[config.mk]
export PLATFORM = sky130hd
export DESIGN_NAME = type_unswitch_module
export DESIGN_NICKNAME = d
export VERILOG_FILES = /design/src/rtl/FHE_ALU_PKG.sv /design/src/rtl/tag_fifo.sv /design/src/rtl/type_unswitch_module.sv
export SDC_FILE = /design/constraint.sdc
export NUM_CORES = 1
export LEC_CHECK = 0
export CAP_MARGIN = 20
export CELL_PAD_IN_SITES_DETAIL_PLACEMENT = 0
export CELL_PAD_IN_SITES_GLOBAL_PLACEMENT = 2
export CORE_ASPECT_RATIO = 2
export CORE_MARGIN = 2
export CORE_UTILIZATION = 32
export CTS_BUF_LIST = sky130_fd_sc_hd__clkbuf_2
export DETAILED_ROUTE_END_ITERATION = 16
export GPL_TIMING_DRIVEN = 0
export PLACE_DENSITY_LB_ADDON = 0.25
export SYNTH_ARGS = -nofsm -noshare
export SYNTH_HDL_FRONTEND = slang
export SYNTH_SLANG_ARGS = --single-unit
[constraint.sdc]
create_clock -name clk -period 3.9 [get_ports clk]
set_input_delay 0.39 -clock clk [delete_from_list [all_inputs] [get_ports clk]]
set_output_delay 0.39 -clock clk [all_outputs]
set_load 0.05 [all_outputs]
[src/rtl/FHE_ALU_PKG.sv]
// Shared FHE ALU types: buffer RAM operand width and the type-switch tag depth
// that the issue side and the return-path unswitch stage must agree on.
package FHE_ALU_PKG;

    localparam int BUF_RAM_W = 64;

    typedef logic [BUF_RAM_W-1:0] BufferRAMTEFsizeInputs;

    localparam int TYPE_SWITCH_TAG_DEPTH_DEFAULT = 16;

    // Route the result pair back to its original ports when the operands were swapped at issue.
    function automatic BufferRAMTEFsizeInputs pick_port(
        input logic                  swap,
        input BufferRAMTEFsizeInputs straight,
        input BufferRAMTEFsizeInputs crossed
    );
        return swap ? crossed : straight;
    endfunction

endpackage

[src/rtl/tag_fifo.sv]
// 1-bit wide first-word-fall-through FIFO for in-order sideband tracking.
// Power-of-2 depth; full/empty decoded from a registered occupancy count.
module tag_fifo #(
    parameter int DEPTH = 16
) (
    input  logic clk,
    input  logic rst_n,
    input  logic push,
    input  logic din,
    input  logic pop,
    output logic head,
    output logic full,
    output logic empty
);

    localparam int PTR_W = $clog2(DEPTH);
    localparam logic [PTR_W:0] FULL_CNT = (PTR_W + 1)'(DEPTH);

    logic             mem [DEPTH];
    logic [PTR_W-1:0] wr_ptr;
    logic [PTR_W-1:0] rd_ptr;
    logic [PTR_W:0]   count;
    logic             do_push;
    logic             do_pop;

    assign full    = (count == FULL_CNT);
    assign empty   = (count == '0);
    // A push on a full FIFO is refused even when a pop frees a slot the same cycle.
    assign do_push = push && !full;
    assign do_pop  = pop && !empty;
    assign head    = mem[rd_ptr];

    always_ff @(posedge clk) begin
        if (do_push) begin
            mem[wr_ptr] <= din;
        end
    end

    always_ff @(posedge clk or negedge rst_n) begin
        if (!rst_n) begin
            wr_ptr <= '0;
            rd_ptr <= '0;
            count  <= '0;
        end else begin
            if (do_push) begin
                wr_ptr <= wr_ptr + PTR_W'(1);
            end
            if (do_pop) begin
                rd_ptr <= rd_ptr + PTR_W'(1);
            end
            if (do_push && !do_pop) begin
                count <= count + (PTR_W + 1)'(1);
            end else if (do_pop && !do_push) begin
                count <= count - (PTR_W + 1)'(1);
            end
        end
    end

endmodule

[src/rtl/type_unswitch_module.sv]
// Return-path type unswitch: undoes the issue-time operand swap on ALU results.
// Optional result statistics (swap_cnt/pass_cnt) under TYPE_UNSWITCH_STATS_EN.
module type_unswitch_module
    import FHE_ALU_PKG::*;
#(
    parameter int TAG_DEPTH = TYPE_SWITCH_TAG_DEPTH_DEFAULT
) (
    input  logic                  clk,
    input  logic                  rst_n,
    input  logic                  issue_valid,
    input  logic                  issue_switch,
    input  logic                  ret_valid,
    input  BufferRAMTEFsizeInputs ret_port_0,
    input  BufferRAMTEFsizeInputs ret_port_1,
    output logic                  o_valid,
    output BufferRAMTEFsizeInputs o_port_0,
    output BufferRAMTEFsizeInputs o_port_1,
    output logic                  tag_full,
    output logic                  tag_empty,
    output logic                  err_overflow,
    output logic                  err_underflow
`ifdef TYPE_UNSWITCH_STATS_EN
    ,
    output logic [31:0]           swap_cnt,
    output logic [31:0]           pass_cnt
`endif
);

    logic head_tag;
    logic swap;
    logic tag_pop;

    tag_fifo #(
        .DEPTH (TAG_DEPTH)
    ) u_tag_fifo (
        .clk   (clk),
        .rst_n (rst_n),
        .push  (issue_valid),
        .din   (issue_switch),
        .pop   (ret_valid),
        .head  (head_tag),
        .full  (tag_full),
        .empty (tag_empty)
    );

    // An underflowing return has no tag to honour, so it passes straight through.
    assign tag_pop = ret_valid && !tag_empty;
    assign swap    = tag_pop && head_tag;

    always_ff @(posedge clk or negedge rst_n) begin
        if (!rst_n) begin
            o_valid       <= 1'b0;
            o_port_0      <= '0;
            o_port_1      <= '0;
            err_overflow  <= 1'b0;
            err_underflow <= 1'b0;
        end else begin
            o_valid <= ret_valid;
            if (ret_valid) begin
                o_port_0 <= pick_port(swap, ret_port_0, ret_port_1);
                o_port_1 <= pick_port(swap, ret_port_1, ret_port_0);
            end
            if (issue_valid && tag_full) begin
                err_overflow <= 1'b1;
            end
            if (ret_valid && tag_empty) begin
                err_underflow <= 1'b1;
            end
        end
    end

`ifdef TYPE_UNSWITCH_STATS_EN
    always_ff @(posedge clk or negedge rst_n) begin
        if (!rst_n) begin
            swap_cnt <= '0;
            pass_cnt <= '0;
        end else if (tag_pop) begin
            if (head_tag) begin
                swap_cnt <= swap_cnt + 32'd1;
            end else begin
                pass_cnt <= pass_cnt + 32'd1;
            end
        end
    end
`endif

endmodule

== After elaboration in Yosys (flattened, before gate mapping) ==
Memory sizes are Yosys's and may differ from the RTL's.
Index checks and enable logic that the tools add are counted.

* $add $sub $neg: 4
* Multiply operators: 0
* Div/mod/pow operators: 0
* Magnitude comparators: 0
* Equality and inequality tests: 1
* Shifts and indexed selects: 0
* Multiplexer cells: 6
* Bitwise gates (word level): 0
* Reduce and logical (&&, ||, !) cells: 13

{| class="wikitable"
|+ Operator list
! kind !! number
|-
| 64-bit two-way mux || 2
|-
| 5-bit two-way mux || 2
|-
| 4-bit by 1-bit adder with 4-bit output (second input constant) || 2
|-
| 1-bit logical AND || 7
|-
| 5-bit by 1-bit adder with 5-bit output (second input constant) || 1
|-
| 5-bit == test (second input constant) || 1
|-
| 5-bit zero test || 1
|-
| 5-bit by 1-bit subtractor with 5-bit output (second input constant) || 1
|-
| 1-bit zero test || 4
|-
| 1-bit two-way mux || 2
|-
| 2-bit nonzero test || 1
|}

* Register bits after elaboration: 144
* Latch bits: 0
* Memory bits (writable): 16
* ROM bits: 0
* Bits of input ports: 133
* Memories kept: 1

{| class="wikitable"
|+ Memories
! memory !! depth !! bits a word !! read ports !! clocked after Yosys merged registers in !! wr ports !! RTL line !! text
|-
| u_tag_fifo.mem || 16 || 1 || 1 || 0 || 1 || tag_fifo.sv:19 || <nowiki>logic mem [DEPTH];</nowiki>
|}

== Longest topological paths before layout ==
* Depth after elaboration: 7
* Mapped depth: 12

== Modules after synthesis ==
A second synthesis with hierarchy kept.

* Cell total of the unflattened synthesis: 851
* Area, all modules: 8390.5 um2

{| class="wikitable"
|+ By module, submodules not included
! module !! times used !! cells an instance !! area each (um2) !! sequential area each (um2)
|-
| type_unswitch_module || 1 || 731 || 6932.9 || 3278.1
|-
| tag_fifo || 1 || 120 || 1457.6 || 805.8
|}

== Worst setup path after synthesis ==
OpenSTA, ideal clock, no wires.

* Path type: reg-to-reg
* Start point: reg u_tag_fifo.count[3]
* End point: reg u_tag_fifo.count[4]
* Data arrival time: 3210 ps
* Required time: 3777 ps
* Path slack: 568 ps
* Stages on the path, launching flop included: 13
* Path buffers: 1
* Cells stage by stage: dfrtp_1 or4_4 nor2_1 nor2b_1 clkbuf_1 ha_1 inv_1 ha_1 a21o_1 a21oi_1 xnor2_1 nor2_1 xnor2_1

* Cells in the longest elaborated chain, start to end: 6
* Elaborated cells between the ends (all ways): 15
* Those cells by class: add/sub (2); eq/ne (1); mux (2); reduce/logical (10)

{| class="wikitable"
|+ RTL lines
! element !! RTL line !! text
|-
| start, declared || tag_fifo.sv:22 || <nowiki>logic [PTR_W:0] count;</nowiki>
|-
| start signal, assigned || tag_fifo.sv:52 || <nowiki>count <= count + (PTR_W + 1)'(1);</nowiki>
|-
| start signal, assigned || tag_fifo.sv:54 || <nowiki>count <= count - (PTR_W + 1)'(1);</nowiki>
|-
| 5-bit == test * || tag_fifo.sv:26 || <nowiki>assign full = (count == FULL_CNT);</nowiki>
|-
| net tag_full || type_unswitch_module.sv:18 || <nowiki>output logic tag_full,</nowiki>
|-
| 1-bit zero test * || tag_fifo.sv:29 || <nowiki>assign do_push = push && !full;</nowiki>
|-
| 1-bit logical AND * || tag_fifo.sv:29 ||
|-
| net u_tag_fifo.do_push || tag_fifo.sv:23 || <nowiki>logic do_push;</nowiki>
|-
| 1-bit zero test || tag_fifo.sv:53 || <nowiki>end else if (do_pop && !do_push) begin</nowiki>
|-
| 1-bit logical AND || tag_fifo.sv:53 ||
|-
| 2-bit nonzero test (no source line) || - ||
|}

Mark *: on every way through the listed nets, which the timed path passes. The rest lies on a longest branch. The select of a mux whose other input is x is not followed.
A chain may end at the register's enable or synchronous reset.

== Worst setup path after layout ==
* Start point: reg u_tag_fifo.count[3]
* End point: out tag_full

* Cells in the longest elaborated chain, start to end: 1

{| class="wikitable"
|+ RTL lines
! element !! RTL line
|-
| 5-bit == test || tag_fifo.sv:26
|-
| end, declared || type_unswitch_module.sv:18
|}

Every way passes these cells.

==> summary.txt <==
Run status
  – Status: completed

Placed design
  – Dpl cells: 1456
  – Hpwl dp: 22500 um
  – Port Buffers: 265
  – Post-placement cell area: 11800 sq um
  – Place WS: 0.636 ns
  – GPL Wtd Cong: 0.823

Critical path
  – Family with the most delay on the worst path: buffers and inverters
  – RR Endpoint: u_tag_fifo.count[4]
  – Crit Reg-Reg Startpoint: u_tag_fifo.count[3]
  – CP startpoint kind: register
  – Crit-path max FO: 3
  – Kind of critical path: reg2out
  – Largest stage delay, worst path: 0.85 ns
  – CP max-delay cell: clkdlybuf4s50_1
  – Reg2Reg Depth: 12
  – Critical Path AT: roughly 2.9 ns
  – Critical Path End Type: output pin
  – Buf/Inv on CP: 1
  – Crit-path cells: or4_4, nor2_1, clkdlybuf4s50_1
  – Req. time, crit path: 3.51 ns
  – Worst reg-to-reg setup slack: just over 0.8 ns

STA
  – Worst slew pin tran: 0.884 ns
  – # setup viols final: 0
  – Worst Skew: 0.0414 ns
  – Hold Vio Cnt, Final: 0
  – Shortest period the worst path allows: roughly 3.3 ns
  – RSZ-0062 raised after global routing: no
  – Max transition margin: 41.1%
  – Final Cycle Share: between 80% and 90%
  – Fmax: 303 MHz
  – Fin. max-slew vios: 0
  – Setup slack after layout: 0.601 ns

GRT
  – Number of global-route vias before repair: around 8000
  – Initial antenna violation count: 5
  – Largest net degree at the start of global routing: 109
  – Total Routing Usage GR: a little over a fifth
  – Gr ovfl total: 0
  – First-pass GRT wire length: 46300 um

Worst hold path
  – Worst hold stages: 3
  – Worst hold path type: in2reg
  – Hold worst-path end: o_port_0[42]
  – Hold_sp: ret_port_0[42]

Cells and area
  – Final #Nets: 1274
  – Area growth syn-to-layout: 38.5%
  – Fin cells: 1495
  – Final Cell Area: 12100 sq um
  – Most frequent cells in the layout: clkdlybuf4s50_1 (264), dfrtp_1 (144), nand2_1 (141), inv_1 (132), o221ai_2 (120)
  – Layout cells sized above 1: 16.2%
  – Most common cell after layout, fill and taps aside: clkdlybuf4s50_1
  – Number of fill cells: 2670

Routing
  – Residual DRC: 0
  – Vias/cell: 4.99
  – Post-DRT Antenna Nets: 0
  – DRT Pass-1 Iters: 5
  – Vias post-DR: 7467
  – Avg WL per Cell: 20.0 um
  – Wirelength, routed: 29900 um
  – Initial DRC Count: roughly 260

CTS
  – Resize count post-CTS: 0
  – Clock root buffer: clkbuf_2
  – Clock Latency Late Sink: 0.83 ns
  – # hold bufs at CTS: 4
  – Clock Pin Slew Worst Setup and Hold Paths: 0.24 ns
  – TritonCTS clock tree: done
  – H-tree depth: 4
  – CTS sink count: between 150 and 200
  – Clock Path Buffers: 2
  – Total CTS buffers: 17
  – Postcts setup bufs: 0

Power
  – Leak Pwr: around 0.005 uW
  – VDD IR-drop max: 0.000454 V
  – PD cells: 941 nW/um^2

Synth
  – Sequential-to-total area share from yosys stat: a little under half
  – Netlist Area Pre-Place: 8730 sq um
  – Post-synth cell types: 37
  – Most area-hungry cell type in the Yosys netlist: dfrtp_1
  – Synth top area cells: dfrtp_1 (41%), o221ai_2 (21%), nand2_1 (6.1%)
  – Syn avg cell area: ~10 sq um
  – Synth top area share: 41.3%
  – Post-Synthesis Cells: 842
  – Synthesized Nets: 985
  – Yosys warns: 0
  – #FFs+latches synth: 160

Floorplanning
  – Initial Util: 32.4%
  – Die H: 238 um
  – Std cell rows: 85
  – DIE AREA: 28700 sq um
  – Top Ports: 266
  – Area of the core: 26900 sq um
  – DIE WIDTH: 121 um

Job
  – Max-cap violations: 0
## stage by stage
step	setup TNS (ns)	total power, uW	util [%]	hold WS [ns]
finish	0	11400	44.9	0.136
global route	0	12000	44.9	0.0582
CTS	0	11500	44.9	0.0190
detailed placement	0	10700	44.0	0.296
global placement	-600.84	10600	43.9	0.444
floorplan	0	8140	-	0.0944
## state kept, by name, summed over array words and instances, names as in the netlist
name / flops
u_tag_fifo.wr_ptr: 4
o_port_1: 64
o_valid: 1
err_underflow: 1
err_overflow: 1
u_tag_fifo.mem: 16
o_port_0: 64
u_tag_fifo.count: 5
u_tag_fifo.rd_ptr: 4
## final cells by class
| cell class | instances | area [sq um] | share of cell area, % |
|---|---|---|---|
| Clock inverter | 9 | 71.3 | 0.590 |
| Tap cell | 348 | 435 | 3.60 |
| Inverter | 133 | 504 | 4.17 |
| Timing Repair Buffer | 270 | 2740 | 22.6 |
| Buffer | 76 | 494 | 4.09 |
| Clock buffer | 21 | 105 | 0.869 |
| Multi-Input combinational cell | 473 | 3650 | 30.2 |
| Sequential cell | 160 | 4080 | 33.8 |
| Antenna cell | 5 | 12.5 | 0.104 |
## report_power, final
| group | switching (uW) | internal (uW) |
|---|---|---|
| Sequential | 505 | 2450 |
| Clock | 611 | 224 |
| Combinational | 4890 | 2700 |
| Total | 6010 | 5370 |
## synth_stat cells, drive strengths merged
| cell type | n |
|---|---|
| dfrtp | 144 |
| nand2 | 141 |
| inv | 132 |
| o21ai | 132 |
| o221ai | 128 |
| clkbuf | 55 |
| buf | 21 |
| edfxtp | 16 |
| nor2 | 15 |
| xnor2 | 10 |
| ha | 9 |
| mux2 | 7 |
| a21o | 4 |
| nand2b | 4 |
| nor2b | 4 |
| nor3 | 4 |
| a2111oi | 2 |
| a21oi | 2 |
| nand4 | 2 |
| nor4 | 2 |
| o22ai | 2 |
| clkinv | 1 |
| fa | 1 |
| o21bai | 1 |
| or2 | 1 |
| or4 | 1 |
| xor2 | 1 |
## worst reg2reg max path, delay by kind of cell, from the launching register on
| family | cells | cell delay (ns) |
|---|---|---|
| simple gates | 4 | 0.93 |
| fa+ha+maj | 2 | 0.58 |
| buf+inv | 2 | 0.39 |
| compound gates | 2 | 0.37 |
| flops | 1 | 0.45 |
| xor+xnor | 2 | 0.26 |
## kinds of logic (layout without fill, tap and decap cells)
| family | count (synthesis) | count (layout) | synth area share, % |
|---|---|---|---|
| xor+xnor | 11 | 11 | 1.10 |
| other cells | 0 | 5 | 0 |
| flops | 160 | 160 | 46.8 |
| buf+inv | 209 | 509 | 11.4 |
| mux | 7 | 7 | 0.903 |
| compound gates | 271 | 271 | 30.0 |
| simple gates | 174 | 174 | 8.27 |
| fa+ha+maj | 10 | 10 | 1.52 |
## worst max path at each step
stage,start,to,slack [ns],cells past startpoint
finish,u_tag_fifo.count[3],tag_full,0.60,3
global route,u_tag_fifo.count[3],tag_full,0.42,3
CTS,u_tag_fifo.count[3],tag_full,0.47,3
detailed placement,ret_valid,o_port_0[22],0.64,9
global placement,rst_n,o_port_1[15],-4.20,1
floorplan,u_tag_fifo.count[3],u_tag_fifo.count[4],0.57,12
## routing by layer
metal / global-route usage [%] / part of all wire [%] / up-vias
met2: 40.8 / 57 / 220
met5: 0 / 0 / -
met4: 9.69 / 3.6 / 0
met3: 4.34 / 4.1 / 50
li1: - / - / 3526
met1: 22.0 / 36 / 3671
(Power assumes the default switching activity.)
==> edit: new RTL, same flow settings <==
Add a define of `TYPE_UNSWITCH_STATS_EN`.
--- a/src/rtl/type_unswitch_module.sv
+++ b/src/rtl/type_unswitch_module.sv
@@ -1,4 +1,6 @@
 // Return-path type unswitch: undoes the issue-time operand swap on ALU results.
 // Optional result statistics (swap_cnt/pass_cnt) under TYPE_UNSWITCH_STATS_EN.
+`define TYPE_UNSWITCH_STATS_EN
+
 module type_unswitch_module
     import FHE_ALU_PKG::*;
Function (old outputs only; new: pass_cnt and swap_cnt): kept (equiv_simple and equiv_induct, registers matched by name and starting in step).
==> edit against the unedited design <==
Worst setup slack lost 19 ps. Combinational power shrank 7.2%. Register-to-register slack lost 160 ps. Sequential cell count grew 64. Non-clock buffer count grew 37. Total power grew 7.5%. Count of clock-buffer cells in the layout grew 48. Synthesized cell count shrank 3.1%. Utilization grew 1.5 points. Area after synthesis grew 15%. Design area grew 18%. Routed wire length grew 13%. Critical path type unchanged.
==> edit: results (changes against the unedited design) <==
| Metric | Value |
|---|---|
| Status | complete, no violations |
| Worst-Skew Late Latency | 840 ps |
| Detailed placement HPWL | 24,900 microns (+11%) |
| CP startpoint | u_tag_fifo.count[1]$_DFFE_PN0P_ |
| Post-Synth Adder-Cell Area | 1.70% (+0.18 points) |
| Avg Synthesized Cell Area | 12.3 sq um (+18%) |
| Cell Count Post-Placement | 1,564 (+7.4%) |
| Maximum VDD drop | 0.497 mV (+9.3%) |
| Compound-Gate Fraction of Synth Area | 13.9% (-16 points) |
| R2R Path End | u_tag_fifo.count[4]$_DFFE_PN0P_ |
| HP Class | input port to async pin |
| DR iter-0 viols | 394 (+50%) |
| Vias in the first global route | 8,884 (+11%) |
| Final GP Congestion | 0.804 (-2.3%) |
| Post-placement cell area | 13,900 sq um (+17%) |
| Worst R2R Path Depth | 12 (unchanged) |
| Largest cells by area after synthesis | dfrtp_1, a221o_1, nor2b_1 |
| Seq/Total Area, Yosys | 56.7% (+9.9 points) |
| Flop-to-flop setup slack | 650 ps (-160 ps) |
| Largest net degree at the start of global routing | 114 (+4.6%) |
| Post-synthesis cell type count | 41 (+11%) |
| PnR worst setup slack | 582 ps (-19.0 ps) |
| Max_slew headroom | 40.3% (-0.79 points) |
| Leakage | 5.94 nW (+22%) |
| Total track usage | 20.5% (-0.95 points) |
| Top Registers | o_port_0: 64 flops, o_port_1: 64 flops |
| Top post-synthesis cells by count | dfrtp_1, nor2b_1, a221o_1, xnor2_1, nand2_1 |
| Routed vias | 8,218 (+10%) |
| WP data arrival | 2930 ps (+20 ps) |
| H-tree Lvls | 2 (-2) |
| Async SR Flop Fraction | 92.9% (+2.9 points) |
| Antenna violations before repair | 4 (-1) |
| Cts bufs inserted | 51 (+34) |
| Post-synthesis mux area share | 1.22% (+0.32 points) |
| Max stage delay on crit path | 860 ps |
| Critical-path maximum fanout | 3 (unchanged) |
| Hold WS | 159 ps (+23.3 ps) |
| Post-layout nets | 1,346 (+5.7%) |
| Post-synthesis xor/xnor area fraction | 6.29% (+5.2 points) |
| Share of cells above drive strength 1 | 9.45% (-6.7 points) |
| Net count after synthesis | 962 (-2.3%) |
| Yosys Warn Count | 0 (unchanged) |
| Reg clk slew, reported paths | 120 ps (-120 ps) |
| Post-CTS Setup Inserts | 0 (unchanged) |
| DRC Markers | 0 (unchanged) |
| Vias per cell | 4.95 (-0.88%) |
| Routed WL per cell | 20.4 microns (+2.0%) |
| Clk_skew | 32.8 ps (-8.55 ps) |
| First-pass GRT wire length | 51,200 microns (+11%) |
| TritonRoute pass-1 iters | 4 (-1) |
| CP max stage cell | clkdlybuf4s50_1 |
| CP endpoint | tag_full |
| Longest Clk Path Bufs | 3 (+1) |
| Root Buffer Master | clkbuf_2 |
| Fill cell count | 2,929 (+9.7%) |
| Port buffer count | 329 (+24%) |
| DP Worst Slack | 623 ps (-12.9 ps) |
| Number of synthesized flops with an enable pin | 16 (unchanged) |
[edit: cell types whose count changed in the layout (fill, tap and decap cells not counted), moves of 23 or more]
| cell | delta |
|---|---|
| dfrtp_1 | +64 |
| o21ai_0 | -68 |
| nand3_1 | +24 |
| clkbuf_1 | -31 |
| clkbuf_2 | +48 |
| o21ai_1 | -60 |
| inv_1 | -119 |
| o221ai_2 | -120 |
| nand2_1 | -99 |
| xnor2_1 | +38 |
| a221o_1 | +128 |
| clkdlybuf4s50_1 | +64 |
| nor2b_1 | +130 |
| xor2_1 | +23 |
[edit: metal layers]
layer / GRT usage, % / share of wire [%]
met1: 19.5 / 34
met2: 39.5 / 55
met4: 8.04 / 3.2
met3: 6.65 / 7.9
met5: 0 / 0
[edit: where the power goes]
group	switching (mW)	total [mW]	internal (mW)
clock network	0.985	1.47	0.483
registers	0.543	3.72	3.17
logic	4.45	7.04	2.59
total	5.98	12.2	6.24
[edit: final cells by class]
class / instances / area, sq um / share of cell area, %
multi-input cells: 526 / 3940 / 27.5
diodes: 4 / 10.0 / 0.0699
flip-flops and latches: 224 / 5690 / 39.7
clock buffers: 69 / 345 / 2.41
well taps: 418 / 523 / 3.65
repair buffers: 331 / 3340 / 23.3
clock inverters: 22 / 85.1 / 0.594
plain buffers: 52 / 344 / 2.40
inverters: 14 / 52.6 / 0.367
[edit: repair_timing]
item | 4_1_cts | 5_1_grt
resized for setup | 0 | 0
endpoints found under the hold margin | 95 | 0
hold buffers | 1 | 0
[edit: critical path, delay by kind of cell, from the launching register on]
kind          cells  cell delay, ps
simple gates      2             820
buf+inv           1             860
flops             1             420
